### config.mk
export PLATFORM = sky130hd
export DESIGN_NAME = window_dot_flat
export DESIGN_NICKNAME = d
export VERILOG_FILES = /design/src/rtl/window_dot_if.sv /design/src/rtl/window_dot.sv /design/src/flat_wrapper.sv
export SDC_FILE = /design/constraint.sdc
export NUM_CORES = 1
export LEC_CHECK = 0
export ABC_AREA = 1
export BUFFER_PORTS_ARGS = -buffer_cell sky130_fd_sc_hd__buf_2
export CAP_MARGIN = 20
export CORE_MARGIN = 8
export CORE_UTILIZATION = 45
export CTS_CLUSTER_SIZE = 30
export DETAILED_ROUTE_END_ITERATION = 12
export SYNTH_ARGS = -nofsm -noshare
export SYNTH_HDL_FRONTEND = slang
export SYNTH_SLANG_ARGS = --single-unit
### constraint.sdc
create_clock -name clk_i -period 6.8 [get_ports clk_i]
set_clock_uncertainty 0.2 [all_clocks]
set_input_delay 1.02 -clock clk_i [delete_from_list [all_inputs] [get_ports clk_i]]
set_output_delay 1.02 -clock clk_i [all_outputs]
set_load 0.05 [all_outputs]
### src/rtl/window_dot_if.sv
// ---------------------------------------------------------------------------
// window_dot_if
//
// Purpose : Groups the sample/coefficient/result handshake signals of
//           window_dot into one bundle. The block itself is the slave. The
//           upstream/downstream environment (or a testbench) is the master.
//
// Signals :
//   window_i    [31:0]  4-lane sample window. Lane 0 (bits 31:24) is the newest.
//   valid_i             window_i valid.
//   ready_o             block can accept a window this cycle.
//   coef_i      [31:0]  4 unsigned 8-bit coefficients, same lane layout.
//   coef_load_i         load coef_i into the coefficient register.
//   result_o    [17:0]  unsigned dot product.
//   valid_o             result_o valid.
//   ready_i             downstream accepts result_o.
//   busy_o              block is computing or holding a result.
// ---------------------------------------------------------------------------
interface window_dot_if;
    logic [31:0] window_i;
    logic        valid_i;
    logic        ready_o;
    logic [31:0] coef_i;
    logic        coef_load_i;
    logic [17:0] result_o;
    logic        valid_o;
    logic        ready_i;
    logic        busy_o;

    // Environment side: drives samples, coefficients and downstream ready.
    modport master (
        output window_i,
        output valid_i,
        output coef_i,
        output coef_load_i,
        output ready_i,
        input  ready_o,
        input  result_o,
        input  valid_o,
        input  busy_o
    );

    // Block side.
    modport slave (
        input  window_i,
        input  valid_i,
        input  coef_i,
        input  coef_load_i,
        input  ready_i,
        output ready_o,
        output result_o,
        output valid_o,
        output busy_o
    );
endinterface

### src/rtl/window_dot.sv
// ---------------------------------------------------------------------------
// window_dot
//
// Purpose : Serial 4-lane dot product of an 8-bit sample window against a
//           register of four 8-bit unsigned coefficients. One multiply-
//           accumulate is done per clock. The result appears on the 4th
//           rising edge after the window is accepted. It is held until the
//           downstream side takes it.
//
// Ports   :
//   clk_i   single clock. All state changes on the rising edge.
//   rst_i   asynchronous, active-high reset.
//   bus     window_dot_if.slave. This carries window/valid/ready in,
//           coef/coef_load, and result/valid/ready out, plus busy.
//
// Configuration:
//   WINDOW_DOT_SAT_EN  When this macro is defined, the published result is
//                      clamped to 16'hFFFF (65535). The internal accumulator
//                      stays full width.
//                      When it is undefined, the full 18-bit sum is published.
// ---------------------------------------------------------------------------
module window_dot (
    input  logic         clk_i,
    input  logic         rst_i,
    window_dot_if.slave  bus
);

    localparam int pkg_N        = 4;
    localparam int pkg_NUM_BITS = 8;
    localparam int ACC_W        = 18;

    typedef enum logic [1:0] {
        IDLE = 2'd0,
        BUSY = 2'd1,
        DONE = 2'd2
    } state_t;

    state_t                            state_reg;
    state_t                            state_next;
    logic [1:0]                        cnt_reg;
    logic [ACC_W-1:0]                  acc_reg;
    logic [pkg_N*pkg_NUM_BITS-1:0]     win_reg;
    logic [pkg_N*pkg_NUM_BITS-1:0]     coef_reg;
    logic [ACC_W-1:0]                  result_reg;
    logic                              valid_reg;

    logic                              ready;
    logic                              busy;
    logic                              accept;
    logic                              last_mac;

    logic [pkg_NUM_BITS-1:0]           win_lane  [pkg_N];
    logic [pkg_NUM_BITS-1:0]           coef_lane [pkg_N];
    logic [2*pkg_NUM_BITS-1:0]         product;
    logic [ACC_W-1:0]                  sum;
    logic [ACC_W-1:0]                  final_value;

    // Split the captured window and coefficient words into lanes.
    // Lane k lives at bits [(3-k)*8 +: 8], so lane 0 is the top byte.
    generate
        for (genvar gi = 0; gi < pkg_N; gi++) begin : g_lane
            assign win_lane[gi]  = win_reg[(pkg_N-1-gi)*pkg_NUM_BITS +: pkg_NUM_BITS];
            assign coef_lane[gi] = coef_reg[(pkg_N-1-gi)*pkg_NUM_BITS +: pkg_NUM_BITS];
        end
    endgenerate

    // One 8x8 unsigned multiply, shared across lanes and selected by the
    // lane counter. The worst-case total of 4*255*255 fits in 18 bits, so
    // the running sum can never wrap.
    assign product  = win_lane[cnt_reg] * coef_lane[cnt_reg];
    assign sum      = acc_reg + {{(ACC_W-2*pkg_NUM_BITS){1'b0}}, product};
    assign last_mac = (state_reg == BUSY) && (cnt_reg == 2'd3);

`ifdef WINDOW_DOT_SAT_EN
    // Clamp only the published value. acc_reg keeps the true sum.
    assign final_value = (sum > 18'h0FFFF) ? 18'h0FFFF : sum;
`else
    assign final_value = sum;
`endif

    // ---------------------------------------------------------------
    // FSM: state register
    // ---------------------------------------------------------------
    always_ff @(posedge clk_i or posedge rst_i) begin
        if (rst_i) begin
            state_reg <= IDLE;
        end else begin
            state_reg <= state_next;
        end
    end

    // ---------------------------------------------------------------
    // FSM: next-state logic
    // ---------------------------------------------------------------
    always_comb begin
        state_next = state_reg;
        case (state_reg)
            IDLE: begin
                if (accept) begin
                    state_next = BUSY;
                end
            end
            BUSY: begin
                if (cnt_reg == 2'd3) begin
                    state_next = DONE;
                end
            end
            DONE: begin
                // Retiring a result and accepting the next window can
                // happen on the same edge. That keeps throughput up with
                // a streaming source.
                if (bus.ready_i) begin
                    state_next = accept ? BUSY : IDLE;
                end
            end
            default: begin
                state_next = IDLE;
            end
        endcase
    end

    // ---------------------------------------------------------------
    // FSM: output logic
    // ---------------------------------------------------------------
    always_comb begin
        ready = 1'b0;
        busy  = 1'b0;
        case (state_reg)
            IDLE: begin
                ready = 1'b1;
            end
            BUSY: begin
                busy = 1'b1;
            end
            DONE: begin
                // A new window is only taken once the held result is
                // being consumed.
                ready = bus.ready_i;
                busy  = 1'b1;
            end
            default: begin
                ready = 1'b0;
                busy  = 1'b0;
            end
        endcase
    end

    assign accept = bus.valid_i & ready;

    // ---------------------------------------------------------------
    // Datapath registers
    // ---------------------------------------------------------------
    always_ff @(posedge clk_i or posedge rst_i) begin
        if (rst_i) begin
            cnt_reg <= 2'd0;
            acc_reg <= '0;
            win_reg <= '0;
        end else if (accept) begin
            win_reg <= bus.window_i;
            acc_reg <= '0;
            cnt_reg <= 2'd0;
        end else if (state_reg == BUSY) begin
            acc_reg <= sum;
            cnt_reg <= cnt_reg + 2'd1;
        end
    end

    // Coefficients can only change while no window is in flight. A load
    // that coincides with an accept in IDLE is therefore seen by that
    // window's first MAC.
    always_ff @(posedge clk_i or posedge rst_i) begin
        if (rst_i) begin
            coef_reg <= '0;
        end else if (bus.coef_load_i && !busy) begin
            coef_reg <= bus.coef_i;
        end
    end

    // result_reg is written only on completion, so it keeps the last value
    // after the result has been retired.
    always_ff @(posedge clk_i or posedge rst_i) begin
        if (rst_i) begin
            result_reg <= '0;
            valid_reg  <= 1'b0;
        end else if (last_mac) begin
            result_reg <= final_value;
            valid_reg  <= 1'b1;
        end else if ((state_reg == DONE) && bus.ready_i) begin
            valid_reg  <= 1'b0;
        end
    end

    assign bus.ready_o  = ready;
    assign bus.busy_o   = busy;
    assign bus.result_o = result_reg;
    assign bus.valid_o  = valid_reg;

endmodule

### src/flat_wrapper.sv
// flat-port wrapper written by rule: the top's interface ports become plain ports
module window_dot_flat 
  (clk_i, rst_i, bus_window_i, bus_valid_i, bus_coef_i, bus_coef_load_i, bus_ready_i, bus_ready_o, bus_result_o, bus_valid_o, bus_busy_o);
  window_dot_if bus_i ();
  input  logic clk_i;
  input  logic rst_i;
  input wire logic [$bits(bus_i.window_i)-1:0] bus_window_i;
  input wire logic [$bits(bus_i.valid_i)-1:0] bus_valid_i;
  input wire logic [$bits(bus_i.coef_i)-1:0] bus_coef_i;
  input wire logic [$bits(bus_i.coef_load_i)-1:0] bus_coef_load_i;
  input wire logic [$bits(bus_i.ready_i)-1:0] bus_ready_i;
  output wire logic [$bits(bus_i.ready_o)-1:0] bus_ready_o;
  output wire logic [$bits(bus_i.result_o)-1:0] bus_result_o;
  output wire logic [$bits(bus_i.valid_o)-1:0] bus_valid_o;
  output wire logic [$bits(bus_i.busy_o)-1:0] bus_busy_o;
  assign bus_i.window_i = bus_window_i;
  assign bus_i.valid_i = bus_valid_i;
  assign bus_i.coef_i = bus_coef_i;
  assign bus_i.coef_load_i = bus_coef_load_i;
  assign bus_i.ready_i = bus_ready_i;
  assign bus_ready_o = bus_i.ready_o;
  assign bus_result_o = bus_i.result_o;
  assign bus_valid_o = bus_i.valid_o;
  assign bus_busy_o = bus_i.busy_o;
  window_dot u_core (.clk_i(clk_i), .rst_i(rst_i), .bus(bus_i));
endmodule
After elaboration in Yosys (flattened, before gate mapping)
Index checks and enable logic that the tools add are counted.
Storage, ports and cells
  register bits after elaboration: 105
  output and inout bits: 21
  word-level logic and storage cells: 47
Operators by class
  add/subtract/negate cells: 2
  multipliers: 1
  $lt $le $gt $ge: 1
  eq/ne operators: 6
  mux-type cells: 19
  bitwise gates (word level): 2
  reduce and logical (&&, ||, !) cells: 9
Operators by type and width (count)
  2-to-1 mux 18 bit: 2
  binary-select mux 8 bit (select 2 bit): 2
  2-to-1 mux 8 bit: 4
  adder 18 x 16 -> 18 bit: 1
  multiplier 8 x 8 -> 16 bit: 1
  2-to-1 mux 2 bit: 5
  one-hot mux 2 bit (3 select lines): 1
  equality test 2 bit (second input constant): 2
  2-to-1 mux 1 bit: 4
  inequality test 2 bit (second input constant): 2
  nonzero test 2 bit: 2
  >= comparator 3 bit (second input constant): 1
  logical AND 1 bit: 3
  NOT 2 -> 3 bit: 1
  AND reduction 3 bit: 1
  adder 2 x 1 -> 2 bit (second input constant): 1
  equality test 2 x 1 -> 1 bit (second input constant): 1
  zero test 2 bit: 1
  inequality test 2 x 1 -> 1 bit (second input constant): 1
  one-hot mux 1 bit (2 select lines): 1
  OR reduction 2 bit: 1
  AND 1 bit: 1
  zero test 1 bit: 1

Logic depth before layout (Yosys ltp)
  depth in word-level cells: 8
  mapped depth: 24

Worst setup path before layout
Ideal clock, no wire load.
  path type: flip-flop to flip-flop
  from: register u_core.cnt_reg[0]
  to: register u_core.acc_reg[9]
  data arrival time: 4.362 ns
  setup slack: 2.112 ns
  cell stages (with the launch flop): 21
  buffers on the path: 1
  clock period less this slack: 4.688 ns
  cells stage by stage: dfrtp_1 > inv_2 > buf_2 > nand2_1 > a32oi_2 > nand2_1 > fa_1 > fa_1 > inv_1 > fa_1 > inv_1 > fa_1 > inv_1 > ha_1 > nand2_1 > inv_1 > nand2_1 > nand3_1 > or2_2 > nand3_1 > o21ai_0
On the way
  longest elaborated chain between the ends: 8
  elaborated cells between the ends (all ways): 11
  classes of those cells: add/sub: 1; mul: 1; mux: 8; bitwise: 1
Ends and longest elaborated chain
  start: declaration: line window_dot.sv:40  | logic [1:0] cnt_reg;
  start signal: assignment: line window_dot.sv:164  | cnt_reg <= cnt_reg + 2'd1;
  NOT 2 -> 3 bit (not written as such) *: line window_dot.sv:70  | assign product = win_lane[cnt_reg] * coef_lane[cnt_reg];
  binary-select mux 8 bit (select 2 bit): line window_dot.sv:70
  2-to-1 mux 8 bit (not written as such) (2 in series): line window_dot.sv:70
  multiplier 8 x 8 -> 16 bit *: line window_dot.sv:70
  adder 18 x 16 -> 18 bit *: line window_dot.sv:71  | assign sum = acc_reg + {{(ACC_W-2*pkg_NUM_BITS){1'b0}}, product};
  2-to-1 mux 18 bit *: line window_dot.sv:162  | end else if (state_reg == BUSY) begin
  2-to-1 mux 18 bit *: line window_dot.sv:158  | end else if (accept) begin
  end signal: assignment: line window_dot.sv:163  | acc_reg <= sum;
  end: declaration: line window_dot.sv:41  | logic [ACC_W-1:0] acc_reg;
Every way passes the cells marked *; elsewhere a longest branch is shown, timed or not. The select of a mux whose other input is x is not followed.
A chain may end at the register's enable or synchronous reset.

Worst setup path in the final report
  from: register u_core.cnt_reg[1]
  to: register u_core.acc_reg[9]
The elaborated chain is that of the path after synthesis.

==> flow_summary.yaml <==
sta:
  final.setup.tns_ns: 0
  worst_slew_pin_slew_ns: 1.050
  fin_crit_sh_pct: 83.50
  grt_setup_unrepaired: "no"
  hold_viol_final: 0
  slew_headroom_pct: 29.77
  drv_slew: 0
  finalCriticalPeriod_ns: 5.678
  fmax_mhz: 176.1
  finalSetupViolations: 0
worst_setup_path:
  crit_fanout: 22
  end_kind: "flip-flop"
  worstSetupPathType: "flip-flop to flip-flop"
  cp.arrival_ns: 5.72
  cp-start-kind: "flip-flop"
  critical_path_required_ns: 6.84
final_layout:
  fin_nets: 1134
  stdcell_count: 1195
  finalInstanceArea_sq_um: 8346
  areaGrowthSynthToFinish_pct: 12.42
  drive_gt1_share_pct: 17.85
  n_antenna_cell: 0
placement:
  port-buffer-count: 89
  post-dp-hpwl_um: 13300
  place_inst: 1179
  gp_congestion: 0.8431
  post_dp_cell_area_sq_um: 8058
global_route:
  grt.total_usage_pct: 18.02
  grt_pass1_wl_um: 29350
  grt_antenna_before_repair: 0
  grt_overflow: 0
  grt_pass1_vias: 5983
  grt_start_max_net_pins: 76
synthesis:
  syn_nets: 1052
  ys_ff_latch: 105
  syn_inst: 888
  syn_area_sq_um: 7423
  syn_avg_cell_area_sq_um: 8.360
  ys_types: 28
  yosysTopAreaCell: "dfrtp_1"
  synth_area_leaders: "dfrtp_1, nand2_1, fa_1"
  ys_warn_count: 0
  seq_area_frac_synth_pct: 35.40
  synth_top_area_share_pct: 35.40
clock_network:
  path_clk_slew_ns: 0.08
  insertion_delay_ns: 0.36
  tritoncts: "done"
  cts-buffers-inserted: 9
  cts_max_path_buffers: 2
  hold_buffers: 0
  cts-root-buf: "clkbuf_16"
  cts_sinks: 105
  postCtsSetupRepairBufs: 0
  cts.htree.levels: 3
  cts_resized: 0
floorplanning:
  num_rows: 47
  design.portCount: 90
  die_h_um: 144.4
  initial_core_util_pct: 45.41
  core_area_sq_um: 16350
  dieArea_sq_um: 20860
  die_w_um: 144.4
detailed_routing:
  wire_per_inst_um: 14.29
  vias_per_cell: 4.781
  drc: 0
  route.final.wire_length_um: 17080
  antenna_left: 0
  drt_iter0_drc: 251
  vias: 5713
  first_pass_iters: 4
run_status:
  status: "finished, final reports clean"
hold_path:
  hold_path_class: "flip-flop to flip-flop"
flow_run:
  maxCapViolations: 0
cells by family (layout without fill, tap and decap cells):
group / Yosys count / in the layout / synth area share (%)
AND/OR/NAND/NOR: 372 / 372 / 19.59
buffers and inverters: 206 / 293 / 10.96
flip-flops: 105 / 105 / 35.40
adder cells (fa/ha/maj): 95 / 95 / 21.07
AO/OA/AOI/OAI: 72 / 72 / 7.433
multiplexers: 32 / 32 / 4.854
XOR/XNOR: 6 / 6 / 0.7079
final cells by class:
class	count	area (sq um)
Fill cell	1676	8003
Multi-Input combinational cell	577	3983
Clock buffer	10	229.0
Timing Repair Buffer	94	483.0
Clock inverter	6	58.81
Sequential cell	105	2628
Tap cell	220	275.3
Inverter	183	689.4
cell usage after synthesis:
cell / number
inv_2: 13
a21oi_1: 25
fa_1: 50
clkbuf_1: 3
buf_6: 1
inv_1: 169
nand4_1: 2
o22ai_1: 7
or2_2: 1
and2_1: 1
nor2_2: 1
dfrtp_1: 105
xor2_1: 2
o21ai_0: 23
o211ai_1: 1
ha_1: 45
nand2_1: 278
buf_2: 14
buf_1: 1
mux2_2: 32
a32oi_2: 16
nand2_2: 1
buf_4: 4
nand3b_1: 2
clkinv_1: 1
nand3_1: 28
xnor2_1: 4
nor2_1: 58
worst paths after layout:
path,end,slack [ns],startpoint,cells past startpoint
worst max-delay path,u_core.acc_reg[9],1.12,u_core.cnt_reg[1],20
worst min-delay path,u_core.bus.result_o[14],0.28,u_core.bus.result_o[14],2
worst max register to register,u_core.acc_reg[9],1.12,u_core.cnt_reg[1],20
worst min register to register,u_core.bus.result_o[14],0.28,u_core.bus.result_o[14],2
max in group asynchronous,u_core.bus.result_o[3],4.63,rst_i,3
min in group asynchronous,u_core.bus.result_o[16],0.45,rst_i,2
metal layers:
| layer | GRT usage, % | routed length, um | part of all wire [%] |
|---|---|---|---|
| met5 | 0 | 0 | 0 |
| met4 | 5.257 | 243 | 1.4 |
| met3 | 2.938 | 748 | 4.4 |
| met2 | 30.45 | 8270 | 48 |
| met1 | 23.30 | 7819 | 46 |
cell usage in the layout, fill, tap and decap left out, types with 2 or more instances in the layout:
master,instances
nand2_1,278
inv_1,168
dfrtp_1,105
buf_2,89
nor2_1,58
fa_1,50
ha_1,45
mux2_2,32
nand3_1,28
a21oi_1,25
o21ai_0,23
a32oi_2,16
inv_2,13
clkbuf_16,9
o22ai_1,7
buf_4,5
xnor2_1,4
inv_8,3
xor2_1,2
nand3b_1,2
nand4_1,2
inv_6,2
stage by stage:
stage / setup slack (ns) / hold WS [ns] / utilization, %
6_report: 1.122 / 0.2765 / 51.05
5_1_grt: 0.7020 / 0.2975 / 51.05
4_1_cts: 1.101 / 0.2828 / 51.05
3_5_place_dp: 1.128 / 0.2614 / 49.29
3_3_place_gp: 1.160 / 0.2621 / 49.29
2_1_floorplan: 2.112 / 0.2491 / -
worst max-delay path, stage by stage (launching register included):
cell,delay [ns]
dfrtp_1,0.39
inv_1,0.65
buf_4,0.33
a21oi_1,0.07
a32oi_2,0.33
nand2_1,0.13
fa_1,0.55
inv_1,0.05
fa_1,0.50
fa_1,0.56
inv_1,0.06
fa_1,0.53
inv_1,0.04
ha_1,0.35
nand2_1,0.12
inv_1,0.05
nand2_1,0.06
nand3_1,0.12
or2_2,0.31
nand3_1,0.06
o21ai_0,0.08
Power is left out: the tool's default activity adds up to more than one toggle a clock period on the data nets, which glitch-free logic cannot reach.
